## config.mk

```make
export PLATFORM = sky130hd
export DESIGN_NAME = largest_num_divisible_by_k
export DESIGN_NICKNAME = d
export VERILOG_FILES = /design/src/rtl/largest_num_divisible_by_k_pkg.sv /design/src/rtl/largest_num_divisible_by_k_check.sv /design/src/rtl/largest_num_divisible_by_k.sv
export SDC_FILE = /design/constraint.sdc
export NUM_CORES = 1
export LEC_CHECK = 0
export CORE_MARGIN = 2
export CORE_UTILIZATION = 26
export DETAILED_ROUTE_END_ITERATION = 10
export PLACE_DENSITY_LB_ADDON = 0.05
export SYNTH_ARGS = -nofsm -noshare
export SYNTH_HDL_FRONTEND = slang
export SYNTH_SLANG_ARGS = --single-unit
```

## constraint.sdc

```tcl
create_clock -name Clk -period 3.5 [get_ports Clk]
set_clock_uncertainty 0.05 [all_clocks]
set_input_delay 0.35 -clock Clk [delete_from_list [all_inputs] [get_ports Clk]]
set_output_delay 0.35 -clock Clk [all_outputs]
set_load 0.1 [all_outputs]
```

## src/rtl/largest_num_divisible_by_k_pkg.sv

```systemverilog
// Shared definitions for the divisible-by-K array search: one-hot state
// encodings for the control unit and the search-mode constants.
package largest_num_divisible_by_k_pkg;

  localparam int NUM_STATES = 5;

  typedef logic [NUM_STATES-1:0] state_t;

  // One-hot encodings; bit positions match the Qi/Ql/Qdiv/Qdf/Qdnf outputs.
  localparam state_t S_INI = 5'b00001;
  localparam state_t S_LDX = 5'b00010;
  localparam state_t S_DIV = 5'b00100;
  localparam state_t S_DF  = 5'b01000;
  localparam state_t S_DNF = 5'b10000;

  localparam logic MODE_MAX = 1'b0;
  localparam logic MODE_MIN = 1'b1;

endpackage

```

## src/rtl/largest_num_divisible_by_k_check.sv

```systemverilog
// Repeated-subtraction divisibility tester: holds the working value X,
// loads it from the array or subtracts K, and flags X>K / X==K / X<K.
module divisible_check_k
  import largest_num_divisible_by_k_pkg::*;
#(
  parameter int W = 8
) (
  input  logic         clk,
  input  logic         rst_n,
  input  logic         load_i,
  input  logic [W-1:0] load_val_i,
  input  logic         sub_i,
  input  logic [W-1:0] k_i,
  output logic [W-1:0] x_o,
  output logic         gt_o,
  output logic         eq_o,
  output logic         lt_o
);

  logic [W-1:0] x_q, x_d;

  // Next value of X: load a fresh entry, or subtract K (only issued while X>K).
  always_comb begin
    // NOTE: default first so every path assigns x_d and no latch is inferred.
    x_d = x_q;
    if (load_i) begin
      x_d = load_val_i;
    end else if (sub_i) begin
      x_d = x_q - k_i;
    end
  end

  // X register.
  always_ff @(posedge clk or negedge rst_n) begin
    // NOTE: non-blocking assignments keep every flop sampling pre-edge values.
    if (!rst_n) begin
      x_q <= '0;
    end else begin
      x_q <= x_d;
    end
  end

  assign x_o  = x_q;
  assign gt_o = (x_q > k_i);
  assign eq_o = (x_q == k_i);
  assign lt_o = (x_q < k_i);

endmodule

```

## src/rtl/largest_num_divisible_by_k.sv

```systemverilog
// Array search for the largest (Mode=0) or smallest (Mode=1) non-zero entry
// divisible by K. Holds the control unit, the array and result registers;
// the divisibility test itself lives in divisible_check_k.
module largest_num_divisible_by_k
  import largest_num_divisible_by_k_pkg::*;
#(
  parameter  int W     = 8,
  parameter  int DEPTH = 16,
  localparam int AW    = $clog2(DEPTH)
) (
  input  logic          Clk,
  input  logic          Reset_n,
  input  logic          Start,
  input  logic          Ack,
  input  logic          Mode,
  input  logic [W-1:0]  Div_K,
  input  logic          Wr_En,
  input  logic [AW-1:0] Wr_Addr,
  input  logic [W-1:0]  Wr_Data,
  output logic [W-1:0]  Result,
  output logic [AW-1:0] Result_Idx,
  output logic          Done,
  output logic          Qi,
  output logic          Ql,
  output logic          Qdiv,
  output logic          Qdf,
  output logic          Qdnf
);

  state_t        state_q, state_d;
  logic [W-1:0]  mem_q [DEPTH];
  logic [W-1:0]  result_q, result_d;
  logic [AW-1:0] idx_q, idx_d;
  logic [AW-1:0] i_q, i_d;
  logic [W-1:0]  k_q, k_d;
  logic          found_q, found_d;
  logic          mode_q, mode_d;

  logic [W-1:0]  cur;
  logic          last, skip;
  logic          x_load, x_sub;
  logic [W-1:0]  x_val;
  logic          x_gt, x_eq, x_lt;

  assign cur  = mem_q[i_q];
  assign last = (i_q == AW'(DEPTH - 1));
  // Strict compare keeps the first occurrence on ties.
  assign skip = (cur == '0) ||
                (found_q && ((mode_q == MODE_MAX) ? (cur <= result_q)
                                                  : (cur >= result_q)));

  assign x_load = (state_q == S_LDX) && !skip;
  assign x_sub  = (state_q == S_DIV) && x_gt;

  divisible_check_k #(.W(W)) u_check (
    .clk        (Clk),
    .rst_n      (Reset_n),
    .load_i     (x_load),
    .load_val_i (cur),
    .sub_i      (x_sub),
    .k_i        (k_q),
    .x_o        (x_val),
    .gt_o       (x_gt),
    .eq_o       (x_eq),
    .lt_o       (x_lt)
  );

  // Array write port, honoured only while idle.
  always_ff @(posedge Clk) begin
    // NOTE: array storage has no reset; contents are defined only by writes.
    if (state_q == S_INI && Wr_En) begin
      mem_q[Wr_Addr] <= Wr_Data;
    end
  end

  // State register.
  always_ff @(posedge Clk or negedge Reset_n) begin
    if (!Reset_n) begin
      state_q <= S_INI;
    end else begin
      state_q <= state_d;
    end
  end

  // Next-state logic.
  always_comb begin
    state_d = state_q;
    case (state_q)
      S_INI: if (Start) state_d = (Div_K == '0) ? S_DNF : S_LDX;
      S_LDX: begin
        if (!skip)     state_d = S_DIV;
        else if (last) state_d = found_q ? S_DF : S_DNF;
      end
      S_DIV: begin
        if (!x_gt) begin
          if (last) state_d = (found_q || x_eq) ? S_DF : S_DNF;
          else      state_d = S_LDX;
        end
      end
      S_DF, S_DNF: if (Ack) state_d = S_INI;
      default: state_d = S_INI;
    endcase
  end

  // Datapath next-state: scan index, latched K/mode, running best result.
  always_comb begin
    result_d = result_q;
    idx_d    = idx_q;
    i_d      = i_q;
    k_d      = k_q;
    found_d  = found_q;
    mode_d   = mode_q;
    case (state_q)
      S_INI: begin
        result_d = '0;
        idx_d    = '0;
        found_d  = 1'b0;
        i_d      = '0;
        if (Start) begin
          k_d    = Div_K;
          mode_d = Mode;
        end
      end
      S_LDX: if (skip && !last) i_d = i_q + 1'b1;
      S_DIV: begin
        if (x_eq) begin
          result_d = cur;
          idx_d    = i_q;
          found_d  = 1'b1;
        end
        if (!x_gt && !last) i_d = i_q + 1'b1;
      end
      default: ;
    endcase
  end

  // Datapath registers.
  always_ff @(posedge Clk or negedge Reset_n) begin
    if (!Reset_n) begin
      result_q <= '0;
      idx_q    <= '0;
      i_q      <= '0;
      k_q      <= '0;
      found_q  <= 1'b0;
      mode_q   <= MODE_MAX;
    end else begin
      result_q <= result_d;
      idx_q    <= idx_d;
      i_q      <= i_d;
      k_q      <= k_d;
      found_q  <= found_d;
      mode_q   <= mode_d;
    end
  end

  // Outputs: one-hot state flags and the held result.
  always_comb begin
    Qi         = state_q[0];
    Ql         = state_q[1];
    Qdiv       = state_q[2];
    Qdf        = state_q[3];
    Qdnf       = state_q[4];
    Done       = state_q[3] | state_q[4];
    Result     = result_q;
    Result_Idx = idx_q;
  end

  // x_val and x_lt are observation-only: X<K is the implicit "else" of the DIV branch.
  logic unused_ok;
  assign unused_ok = ^{x_val, x_lt};

endmodule

```

=== After elaboration in Yosys (flattened, before gate mapping) ===
Memories as Yosys holds them, arrays and structs flattened.
Cells that the tools add are included.
Widths: inputs -> output; s select.

* Bits in registers: 39
* Memories kept: 1
* Output and inout bits: 18
* Input bits: 26
* RAM bits: 128

{| class="wikitable"
|+ Memories
! memory !! depth !! bits a word !! read ports !! clocked after Yosys merged registers in !! wr ports !! RTL line !! source
|-
| mem_q || 16 || 8 || 1 || 0 || 1 || largest_num_divisible_by_k.sv:31 || <nowiki>logic [W-1:0] mem_q [DEPTH];</nowiki>
|}

* Reductions and logical operators: 21
* Add/sub/neg operators: 2
* Bitwise logic cells: 1
* Equal/unequal tests: 14
* $lt $le $gt $ge: 3
* Muxes and demuxes: 24

{| class="wikitable"
|+ Operator list
! cell !! number
|-
| $mux 5 || 9
|-
| $mux 8 || 3
|-
| $pmux 5 s4 || 1
|-
| $logic_not 8->1 || 2
|-
| $pmux 8 s2 || 1
|-
| $mux 4 || 3
|-
| $pmux 4 s3 || 1
|-
| $eq 8x8->1 || 1
|-
| $ge 8x8->1 || 1
|-
| $gt 8x8->1 || 1
|-
| $le 8x8->1 || 1
|-
| $ne 2x2->1 const B || 4
|-
| $pmux 4 s2 || 1
|-
| $sub 8x8->8 || 1
|-
| $logic_and 1x1->1 || 6
|-
| $eq 5x1->1 const B || 1
|-
| $eq 5x2->1 const B || 1
|-
| $eq 5x3->1 const B || 1
|-
| $eq 5x4->1 const B || 1
|-
| $eq 5x5->1 const B || 1
|-
| $add 4x1->4 const B || 1
|-
| $eq 4x4->1 const B || 1
|-
| $mux 1 || 4
|-
| $ne 2x1->1 const B || 2
|-
| other kinds (11) || 16
|}

=== Logic depth before layout (Yosys ltp) ===
Gate-level depths: netlist of run 1.
An unclocked memory read counts as a cell.

* Depth in word-level cells: 8
* Mapped depth: 16

=== Hierarchy ===
A second synthesis of run 1 with hierarchy kept.

* Cells, all modules: 500
* Area total of the unflattened synthesis: 7,499.7 sq um

{| class="wikitable"
|+ By module, submodules not included
! module !! area an instance (sq um) !! times used !! cells each
|-
| largest_num_divisible_by_k || 6,761.5 || 1 || 411
|-
| divisible_check_k || 738.2 || 1 || 89
|}

=== Worst setup path before layout of run 1 ===
No wires, ideal clock.

* Path kind: reg2reg
* Start point: reg i_q[0]
* End point: reg state_q[4]
* Setup slack: -0.127 ns
* Buffers on the path: 2
* Arrival time: 3.449 ns
* Stages on the path, launching flop included: 15
* Cells stage by stage: dfrtp_1 > buf_6 > buf_12 > mux4_1 > mux2_2 > a21oi_2 > inv_1 > ha_1 > a21oi_1 > nor2_1 > a211oi_1 > nand2_1 > o211ai_1 > a31oi_1 > mux2_1

* Cells in the longest elaborated chain, start to end: 7
* Elaborated cells on any way between the ends: 14
* Classes of those cells: order compare: 2; eq/ne: 2; mux: 5; reduce/logical: 4; memory: 1

{| class="wikitable"
|+ Ends and longest elaborated chain
! item !! RTL line !! source
|-
| start, declared || largest_num_divisible_by_k.sv:34 || <nowiki>logic [AW-1:0] i_q, i_d;</nowiki>
|-
| start signal, assigned || largest_num_divisible_by_k.sv:149 || <nowiki>i_q <= i_d;</nowiki>
|-
| $mem_v2 16x8 || - ||
|-
| $le 8x8->1 or $ge 8x8->1 (tied branches) || largest_num_divisible_by_k.sv:49, largest_num_divisible_by_k.sv:50 ||
|-
| $mux 1 || largest_num_divisible_by_k.sv:49 || <nowiki>(found_q && ((mode_q == MODE_MAX) ? (cur <= result_q)</nowiki>
|-
| $logic_and 1x1->1 || largest_num_divisible_by_k.sv:49 ||
|-
| $logic_or 1x1->1 || largest_num_divisible_by_k.sv:48 || <nowiki>assign skip = (cur == '0) ||</nowiki>
|-
| $ne 3x3->1 (no source line) or $mux 5 (tied branches) || - ||
|-
| $reduce_and 4->1 (no source line) or $pmux 5 s4 (tied branches) || - ||
|-
| end signal, assigned || largest_num_divisible_by_k.sv:81 || <nowiki>state_q <= state_d;</nowiki>
|-
| end, declared || largest_num_divisible_by_k.sv:30 || <nowiki>state_t state_q, state_d;</nowiki>
|}

Parallel ways exist; a longest one is shown, timed or not. The select of a mux whose other input is x is not followed.
A chain may end at the register's enable or synchronous reset.

=== Final worst setup path of run 1 ===
* Start point: reg i_q[0]
* End point: reg u_check.x_q[1] (netlist: u_check.x_o[1])

* Cells in the longest elaborated chain, start to end: 8
* Elaborated cells on any way between the ends: 11
* Classes of those cells: order compare: 2; mux: 2; reduce/logical: 6; memory: 1

{| class="wikitable"
|+ Ends and longest elaborated chain
! item !! RTL line !! source
|-
| $mem_v2 16x8 * || - ||
|-
| $le 8x8->1 or $ge 8x8->1 (tied branches) || largest_num_divisible_by_k.sv:49, largest_num_divisible_by_k.sv:50 ||
|-
| $mux 1 || largest_num_divisible_by_k.sv:49 ||
|-
| $logic_and 1x1->1 || largest_num_divisible_by_k.sv:49 ||
|-
| $logic_or 1x1->1 || largest_num_divisible_by_k.sv:48 ||
|-
| $logic_not 1->1 || - ||
|-
| $logic_and 1x1->1 || largest_num_divisible_by_k.sv:52 || <nowiki>assign x_load = (state_q == S_LDX) && !skip;</nowiki>
|-
| $mux 8 or $reduce_bool 2->1 (tied branches) || - ||
|-
| end signal, assigned || largest_num_divisible_by_k_check.sv:37 || <nowiki>x_q <= '0;</nowiki>
|-
| end signal, assigned || largest_num_divisible_by_k_check.sv:39 || <nowiki>x_q <= x_d;</nowiki>
|-
| end, declared || largest_num_divisible_by_k_check.sv:20 || <nowiki>logic [W-1:0] x_q, x_d;</nowiki>
|}

Mark *: on every way between the ends. The rest lies on a longest branch, timed or not.

==> results of run 1 <==
per-stage QoR:
step                TNS [ns]  utilization [%]  cell area (µm²)
floorplan                  0                -             7620
global placement      -0.105             30.7             8820
detailed placement    -0.153             30.7             8820
CTS                        0             33.0             9470
global route          -0.290             34.0             9750
finish                     0             34.0             9750
layout make-up:
class	instances	area (µm²)	area share [%]
Clock buffer	17	425	4.36
Clock inverter	15	214	2.19
Inverter	32	120	1.23
Multi-Input combinational cell	281	2650	27.2
Sequential cell	167	4820	49.5
Tap cell	384	480	4.93
Timing Repair Buffer	107	1040	10.6
sequential cells by signal, indices dropped and copies added (netlist names):
register and count:
Result 8, Result_Idx 4, found_q 1, i_q 4, k_q 8, mem_q 128, mode_q 1, state_q 5
u_check.x_o 8
power breakdown:
part           leakage [nW]  internal, mW  total (mW)  switching [mW]
Combinational          1.60          1.78        3.74            1.96
Sequential             1.65          2.32        2.44           0.128
Clock                 0.312          1.11        2.03           0.920
Yosys cell counts, drive strengths merged, types with 4 or more instances:
| cell | n | area [µm²] |
|---|---|---|
| a21oi | 11 | 62.6 |
| buf | 14 | 121 |
| clkbuf | 6 | 26.3 |
| dfrtp | 38 | 951 |
| edfxtp | 128 | 3840 |
| ha | 17 | 213 |
| inv | 32 | 120 |
| mux2 | 14 | 158 |
| mux2i | 18 | 188 |
| mux4 | 32 | 762 |
| nand2 | 29 | 109 |
| nand2b | 6 | 37.5 |
| nand3 | 24 | 120 |
| nand4 | 14 | 87.6 |
| nor2 | 31 | 116 |
| nor2b | 4 | 25.0 |
| nor3 | 10 | 50.1 |
| o211ai | 5 | 37.5 |
| o21ai | 14 | 70.1 |
| o221ai | 7 | 61.3 |
| o31ai | 6 | 72.6 |
how the worst max path moves through the flow:
stage          cells after the start  slack [ns]    from             end
3_5_place_dp                      11       -0.05  i_q[0]      state_q[4]
5_1_grt                           15       -0.06  i_q[0]          i_q[3]
3_3_place_gp                      11       -0.04  i_q[0]      state_q[4]
6_report                          15        0.06  i_q[0]  u_check.x_o[1]
4_1_cts                           12        0.02  i_q[0]  u_check.x_o[1]
2_1_floorplan                     15        0.01  i_q[0]      state_q[4]
kinds of logic after synthesis:
family          count (synthesis)  share of synthesized area, %
compound gates                 62                          6.06
flops                         167                          63.6
fa+ha+maj                      18                          3.07
mux                            64                          14.6
xor+xnor                        4                         0.462
simple gates                  133                          8.71
buf+inv                        52                          3.53
timing repair:
item / CTS / global route
endpoints found under the setup margin: 10 / 15
pin swaps: 0 / 1
cloned: 0 / 3
gates resized for setup: 3 / 29
endpoints found under the hold margin: 0 / 0
buffers inserted: 0 / 11
routing by layer:
layer  vias up  wire, µm
met2        73     10000
met3        10       397
li1       2165         -
met1      2368      9240
met4         0       222
met5         -         0
==> reports/results.txt, run 1 <==
post-synthesis cell count: 500
FMAX: 290 MHz
initial antenna violation count: 0
Initial DRT Pass Iterations: 5
Period Utilization, post-route: 98.4%
gr usage total: 13.3%
synthesized cell area: 7580 µm²
Yosys warning total: 0
WL/cell: 19.8 µm
vias per inst: 4.60
fillcell total: 2805
gr ovfl total: 0
Max FO, Critical Path: 9
ys async rst share: 23.4%
worst r2r dst: u_check.x_o[1]
status: finished, final reports clean
die width: 175 µm
setup slack after layout: 0.0571 ns
clk sink count: 167
RSZ-0062 raised after global routing: true
crit-path cells: buf_12 > clkbuf_16 > buf_4 > mux4_2 > mux2_4 > a21oi_4 > inv_2 > ha_4 > o211ai_1 > a21o_1 > a211o_1 > o211a_1 > o31ai_4 > buf_12 > o221ai_1
Fin Hold WS: 0.00852 ns
hold crit path type: in -> async
maxcap violations: 0
final wirelength: 19.9 mm
overall power: 8.21 mW
routability cong.: 0.787
Initial DRC Count: 191
WP data required: 3.73 ns
io pins: 44
fin. max-slew vios: 0
Final setup viols: 0
sequential cell area fraction in the yosys report: 63.6%
hold_buf cts: 0
number of synthesized flops with an enable pin: 128
most common cell after layout, fill and taps aside: edfxtp_1
worst path arrival time: 3.68 ns
met3 Track Usage GR: 2.87%
routing usage on met1: 17.1%
cell family with most CP delay: compound AO/OA/AOI/OAI gates
number of global-route vias before repair: 4741
Reg2Reg Setup Slack: 0.06 ns
nets@finish: 650
# DRC: 0
GR peak layer: met2
critical path start-end classification: reg -> reg
vias post-DR: 4616
H-Tree Depth: 4
Core Box Area: 28700 µm²
post-placement setup slack: -0.0483 ns
Die Ht: 175 µm
root buf cell: clkbuf_16
Hold Fails Final Rpt: 0
Final ANT Viol Nets: 0
met2 GRT Util: 22.7%
Relative slew margins: 34.3%
most frequent CP cell: buf_12
TritonCTS clock tree: yes
area grow syn2layout: 28.5%
critical path startpoint category: flip-flop
Lkg Pwr: 3.56 nW
hpwl dp: 13.5 mm
PD cells: 843 nW/µm²
Worst R2R Start: i_q[0]
layout cell share with drive strength beyond 1: 27.0%
Die Area: 30500 µm²
PortBufs: 43
measured slew at the worst slew-check pin: 0.983 ns
number of library cell types mapped by synthesis: 57
# diodes: 0
non-filler cells, final: 1003
syn_nets: 544
Clock Tree Buf Depth: 2
Initial Util: 26.4%
commonest cells after routing, fill and taps aside: 128 x edfxtp_1, 54 x buf_4, 42 x clkdlybuf4s50_1
Skew-Pair Late Insertion Delay: 0.44 ns
peak supply drop: 299 µV
predominant post-synthesis flop cell: edfxtp_1
syn avg cell area: 15.2 µm²
min cycle time layout: 3.44 ns
synthesized flop and latch total: 167
CP max stage cell: mux4_2
Clk pin slew, worst setup/hold paths: 0.07 ns
cts bufs inserted: 17
Buf+Inv Stages, Crit Path: 5
worst r2r path cells: 15
CP max stage delay: 0.42 ns
crit path capture type: flip-flop
# rows: 62
first-pass GRT wire length: 29.8 mm
DP Cell Count: 957
largest net degree at the start of global routing: 40
(Power assumes the default switching activity.)
==> inputs of run 2 (changes only) <==
Settings changed: REMOVE_ABC_BUFFERS set to 1, SLEW_MARGIN set to 20.
==> run 2 against run 1 <==
Net effect: via count is 0.65% lower; die area is the same; critical path type unchanged; combinational power is 5% lower; utilization shrank 0.35 points.
==> reports/results.txt, run 2 (synthesized netlist as in run 1, its figures left out) <==
min cycle time layout: 3.46 ns (+0.0190 ns)
hold crit path type: in -> async
non-filler cells, final: 999 (-0.40%)
peak supply drop: 328 µV (+9.9%)
die width: 175 µm (unchanged)
Die Ht: 175 µm (unchanged)
RSZ-0062 raised after global routing: true
gr usage total: 14.0% (+0.74 points)
TritonCTS clock tree: yes
final wirelength: 20.6 mm (+3.5%)
switch share: 37.3% (+0.75 points)
number of global-route vias before repair: 4871 (+2.7%)
maxcap violations: 0 (unchanged)
max FFs per register: 128 (unchanged)
combinational share of power: 44.6% (-0.9 points)
commonest cells after routing, fill and taps aside: 128 x edfxtp_1, 48 x buf_4, 42 x clkdlybuf4s50_1
DP Cell Count: 957 (unchanged)
clk sink count: 167 (unchanged)
Initial DRT Pass Iterations: 4 (-1)
Clk pin slew, worst setup/hold paths: 0.08 ns (about the same)
layout cell share with drive strength beyond 1: 24.3% (-2.7 points)
nets@finish: 645 (-0.77%)
Final setup viols: 0 (unchanged)
PD cells: 825 nW/µm² (-2.1%)
PortBufs: 43 (unchanged)
initial antenna violation count: 0 (unchanged)
# DRC: 0 (unchanged)
Initial DRC Count: 224 (+17%)
status: finished, final reports clean
cell-internal power: 4.99 mW (-4.3%)
first-pass GRT wire length: 30.7 mm (+3.0%)
overall power: 7.96 mW (-3.1%)
root buf cell: clkbuf_16
crit path capture type: flip-flop
Clk pwr share: 24.7% (about the same)
Lkg Pwr: 3.55 nW (-0.24%)
Hold Fails Final Rpt: 0 (unchanged)
# rows: 62 (unchanged)
Final TNS setup: 0 ns (unchanged)
vias post-DR: 4586 (-0.65%)
critical path start-end classification: reg -> reg
WL/cell: 20.6 µm (+3.9%)
critical path startpoint category: flip-flop
worst path arrival time: 3.71 ns (+0.03 ns)
Final ANT Viol Nets: 0 (unchanged)
Skew-Pair Late Insertion Delay: 0.43 ns (about the same)
H-Tree Depth: 4 (unchanged)
fin. max-slew vios: 0 (unchanged)
Period Utilization, post-route: 98.9% (+0.54 points)
largest net degree at the start of global routing: 40 (unchanged)
io pins: 44 (unchanged)
measured slew at the worst slew-check pin: 0.986 ns (+0.00338 ns)
Core Box Area: 28700 µm² (unchanged)
DP Area: 8810 µm² (-0.17%)
Initial Util: 26.4% (unchanged)
Flop pwr share: 30.7% (+0.9 points)
Max FO, Critical Path: 9 (unchanged)
largest reg by FF count: mem_q
gr ovfl total: 0 (unchanged)
Relative slew margins: 34.1% (-0.23 points)
Clock Tree Buf Depth: 2 (unchanged)
hpwl dp: 14.1 mm (+4.5%)
FMAX: 289 MHz (-0.55%)
vias per inst: 4.59 (-0.25%)
Layout Cell Area excl Fill: 9650 µm² (-1.0%)
cts bufs inserted: 17 (unchanged)
WP data required: 3.75 ns (+0.02 ns)
routability cong.: 0.799 (+1.6%)
fillcell total: 2807 (+0.071%)
area grow syn2layout: 27.2%
Die Area: 30500 µm² (unchanged)
most common cell after layout, fill and taps aside: edfxtp_1
switching power: 2.97 mW (-1.1%)
run 2: changes by cell type in the layout (fill, tap and decap cells not counted), moves of 3 or more:
cell     delta
buf_4       -6
mux2i_1     +6
mux4_1      +5
mux4_2      -5
mux2i_2     -4
inv_6       -3
inv_8       +3
o21ai_0     -3
run 2: what timing repair did:
item	4_1_cts	5_1_grt
buffers inserted	0	7
gates resized for setup	6	20
gates cloned	0	1
hold buffers	0	1
endpoints found under the setup margin	12	15
endpoints found under the hold margin	0	38
pin swaps	1	4
run 2: path summary, 6_finish.rpt:
path,start,endpoint,slack [ns],depth (start not counted)
max in group asynchronous,Reset_n,i_q[0],2.56,2
worst max-delay path,i_q[0],u_check.x_o[3],0.04,15
worst max register to register,i_q[0],u_check.x_o[3],0.04,15
min in group Clk,Result_Idx[3],Result_Idx[3],0.45,2
worst min-delay path,Reset_n,Result[0],0.40,2
worst min register to register,Result_Idx[3],Result_Idx[3],0.45,2
run 2: area by class of cell:
| cell class | count | area, µm² | share of cell area [%] |
|---|---|---|---|
| multi-input cells | 281 | 2600 | 26.9 |
| well taps | 384 | 480 | 4.98 |
| diodes | 1 | 2.50 | 0.0259 |
| clock inverters | 15 | 198 | 2.05 |
| repair buffers | 102 | 1000 | 10.4 |
| inverters | 32 | 120 | 1.25 |
| clock buffers | 17 | 425 | 4.41 |
| flip-flops and latches | 167 | 4820 | 50.0 |
run 2: power by group through the flow:
stage | combinational, mW | sequential, mW | clock [mW]
after floorplan | 1.74 | 2.75 | 0
after global placement | 3.31 | 2.48 | 0
after detailed placement | 3.32 | 2.48 | 0
after CTS | 3.37 | 2.44 | 2.02
after global routing | 3.86 | 2.47 | 2.11
final | 3.55 | 2.44 | 1.96
run 2: worst max-delay path: stages (launching register included):
cell	delay [ns]
dfrtp_2	0.49
buf_12	0.16
buf_8	0.12
mux4_2	0.49
mux2i_1	0.14
nor2_1	0.08
a21oi_2	0.15
inv_1	0.06
ha_1	0.27
nand4_1	0.14
a21o_1	0.20
a211o_1	0.27
o211a_1	0.17
o31ai_4	0.23
buf_12	0.17
o221ai_1	0.12
run 2: per-stage QoR:
| stage | hold WS [ns] | worst slack [ns] | utilization, % |
|---|---|---|---|
| final | 0.401 | 0.0380 | 33.6 |
| after detailed placement | 0.438 | -0.0746 | 30.7 |
| after global placement | 0.442 | -0.00889 | 30.7 |
| after floorplan | 0.00441 | -0.963 | - |
| after global routing | 0.450 | -0.132 | 33.6 |
| after CTS | 0.0698 | 0.00473 | 33.0 |
run 2: routing by layer:
metal / global-route usage [%] / vias to the layer above / wire (µm)
met5: 0 / - / 0
met4: 4.44 / 0 / 259
met3: 2.72 / 14 / 507
met2: 23.1 / 77 / 10300
met1: 18.6 / 2340 / 9460
li1: - / 2155 / -
==> inputs of run 3 (changes only) <==
Settings changed: CAP_MARGIN set to 20, SLEW_MARGIN 20 to not set.
Clock period 3.5 ns to 4.2 ns, I/O delays scaled along.
==> run 3 against run 2 <==
Net effect: non-clock buffer count shrank 27; wire length shrank 5.7%; via count shrank 2.0%; critical endpoint is now u_check.x_o[2].
==> reports/results.txt, run 3 (synthesized netlist as in run 1, its figures left out) <==
routability cong.: 0.781 (-2.3%)
non-filler cells, final: 971 (-2.8%)
RSZ-0062 raised after global routing: false
Final ANT Viol Nets: 0 (unchanged)
Worst R2R Start: i_q[0]
Die Ht: 175 µm (unchanged)
first-pass GRT wire length: 29.4 mm (-4.2%)
largest net degree at the start of global routing: 40 (unchanged)
PD cells: 668 nW/µm² (-19%)
# DRC: 0 (unchanged)
min cycle time layout: 3.90 ns (+0.441 ns)
Period Utilization, post-route: 92.9% (-6.0 points)
maxcap violations: 0 (unchanged)
WP data required: 4.43 ns (+0.68 ns)
overall power: 6.17 mW (-22%)
CP max stage cell: mux4_2
Layout Cell Area excl Fill: 9230 µm² (-4.3%)
Initial DRT Pass Iterations: 4 (unchanged)
status: finished, final reports clean
fin. max-slew vios: 0 (unchanged)
root buf cell: clkbuf_16
gr usage total: 13.2% (-0.76 points)
most common cell after layout, fill and taps aside: edfxtp_1
DP Cell Count: 939 (-1.9%)
critical path startpoint category: flip-flop
Skew-Pair Late Insertion Delay: 0.43 ns (about the same)
measured slew at the worst slew-check pin: 0.982 ns (-0.00391 ns)
Initial Util: 26.4% (unchanged)
H-Tree Depth: 4 (unchanged)
largest reg by FF count: mem_q
Die Area: 30500 µm² (unchanged)
cell family with most CP delay: compound AO/OA/AOI/OAI gates
area grow syn2layout: 21.7%
WL/cell: 20.0 µm (-3.0%)
critical path start-end classification: reg -> reg
layout cell share with drive strength beyond 1: 18.6% (-5.7 points)
crit-path cells: buf_4 > mux4_2 > mux2i_1 > mux2i_2 > ha_1 > a21oi_1 > nor2_1 > a211oi_1 > nand2_1 > o211a_1 > o31ai_4 > o221ai_1
post-cts resize count: 0 (-6)
io pins: 44 (unchanged)
Post-CTS Setup Repair Bufs: 0 (unchanged)
PortBufs: 43 (unchanged)
Clock Tree Buf Depth: 2 (unchanged)
number of global-route vias before repair: 4772 (-2.0%)
Final setup viols: 0 (unchanged)
# rows: 62 (unchanged)
peak supply drop: 338 µV (+3.1%)
fillcell total: 2855 (+1.7%)
CP max stage delay: 0.54 ns (+0.05 ns)
Core Box Area: 28700 µm² (unchanged)
Max FO, Critical Path: 14 (+5)
commonest cells after routing, fill and taps aside: 128 x edfxtp_1, 42 x clkdlybuf4s50_1, 37 x dfrtp_1
worst path arrival time: 4.13 ns (+0.42 ns)
DP Area: 8610 µm² (-2.2%)
CP Launch Point: i_q[0]
max FFs per register: 128 (unchanged)
Hold Fails Final Rpt: 0 (unchanged)
Relative slew margins: 34.3% (+0.26 points)
Clk pin slew, worst setup/hold paths: 0.07 ns (about the same)
crit path capture type: flip-flop
TritonCTS clock tree: yes
Lkg Pwr: 3.37 nW (-5.0%)
vias per inst: 4.63 (+0.82%)
vias post-DR: 4494 (-2.0%)
clk sink count: 167 (unchanged)
hold_buf cts: 0 (unchanged)
cts bufs inserted: 17 (unchanged)
Initial DRC Count: 243 (+8.5%)
nets@finish: 618 (-4.2%)
final wirelength: 19.4 mm (-5.7%)
hpwl dp: 13.4 mm (-4.9%)
# diodes: 0 (-1)
Buf+Inv Stages, Crit Path: 1 (-3)
Final Util: 32.2% (-1.5 points)
FMAX: 256 MHz (-11%)
die width: 175 µm (unchanged)
gr ovfl total: 0 (unchanged)
hold crit path type: in -> async
initial antenna violation count: 0 (unchanged)
[run 3: worst register-to-register path, stage by stage, from the launching register on]
cell and delay, ns:
dfrtp_2 0.39, buf_4 0.31, mux4_2 0.55, mux2i_1 0.36
mux2i_2 0.19, ha_1 0.34, a21oi_1 0.15, nor2_1 0.06
a211oi_1 0.28, nand2_1 0.11, o211a_1 0.33, o31ai_4 0.43
o221ai_1 0.21
[run 3: final timing paths]
check                                 end  slack [ns]  cells past startpoint
min reg2reg                 Result_Idx[0]        0.45                      2
min                             Result[0]        0.09                      1
max reg2reg                u_check.x_o[2]        0.30                     12
max in group asynchronous          i_q[0]        3.33                      1
max                        u_check.x_o[2]        0.30                     12
min in group Clk            Result_Idx[0]        0.45                      2
[run 3: layer usage]
layer  GRT usage, %  share of wire, %  vias to the layer above
li1               -                 -                     2101
met2           22.7                51                       65
met1           17.1                46                     2320
met4           2.88              0.93                        0
met5              0                 0                        -
met3           2.98               2.5                        8
[run 3: per-stage QoR]
stage	hold slack (ns)	setup WS [ns]	setup TNS (ns)
after global routing	0.159	0.0354	0
after detailed placement	0.444	0.312	0
after floorplan	0.0744	-0.263	-1.11
after CTS	0.124	0.308	0
after global placement	0.443	0.385	0
final	0.0946	0.297	0
[run 3: report_power, final]
part	leakage (nW)	switching, mW	internal (mW)	total, mW
registers	1.65	0.130	1.93	2.06
clock network	0.303	0.757	0.863	1.62
logic	1.42	1.44	1.05	2.49
total	3.37	2.33	3.84	6.17
[run 3: layout make-up]
class,count,area (µm²),share of cell area (%)
Clock buffer,17,425,4.61
Inverter,32,120,1.30
Sequential cell,167,4820,52.3
Timing Repair Buffer,75,691,7.48
Clock inverter,15,195,2.11
Tap cell,384,480,5.21
Multi-Input combinational cell,281,2490,27.0
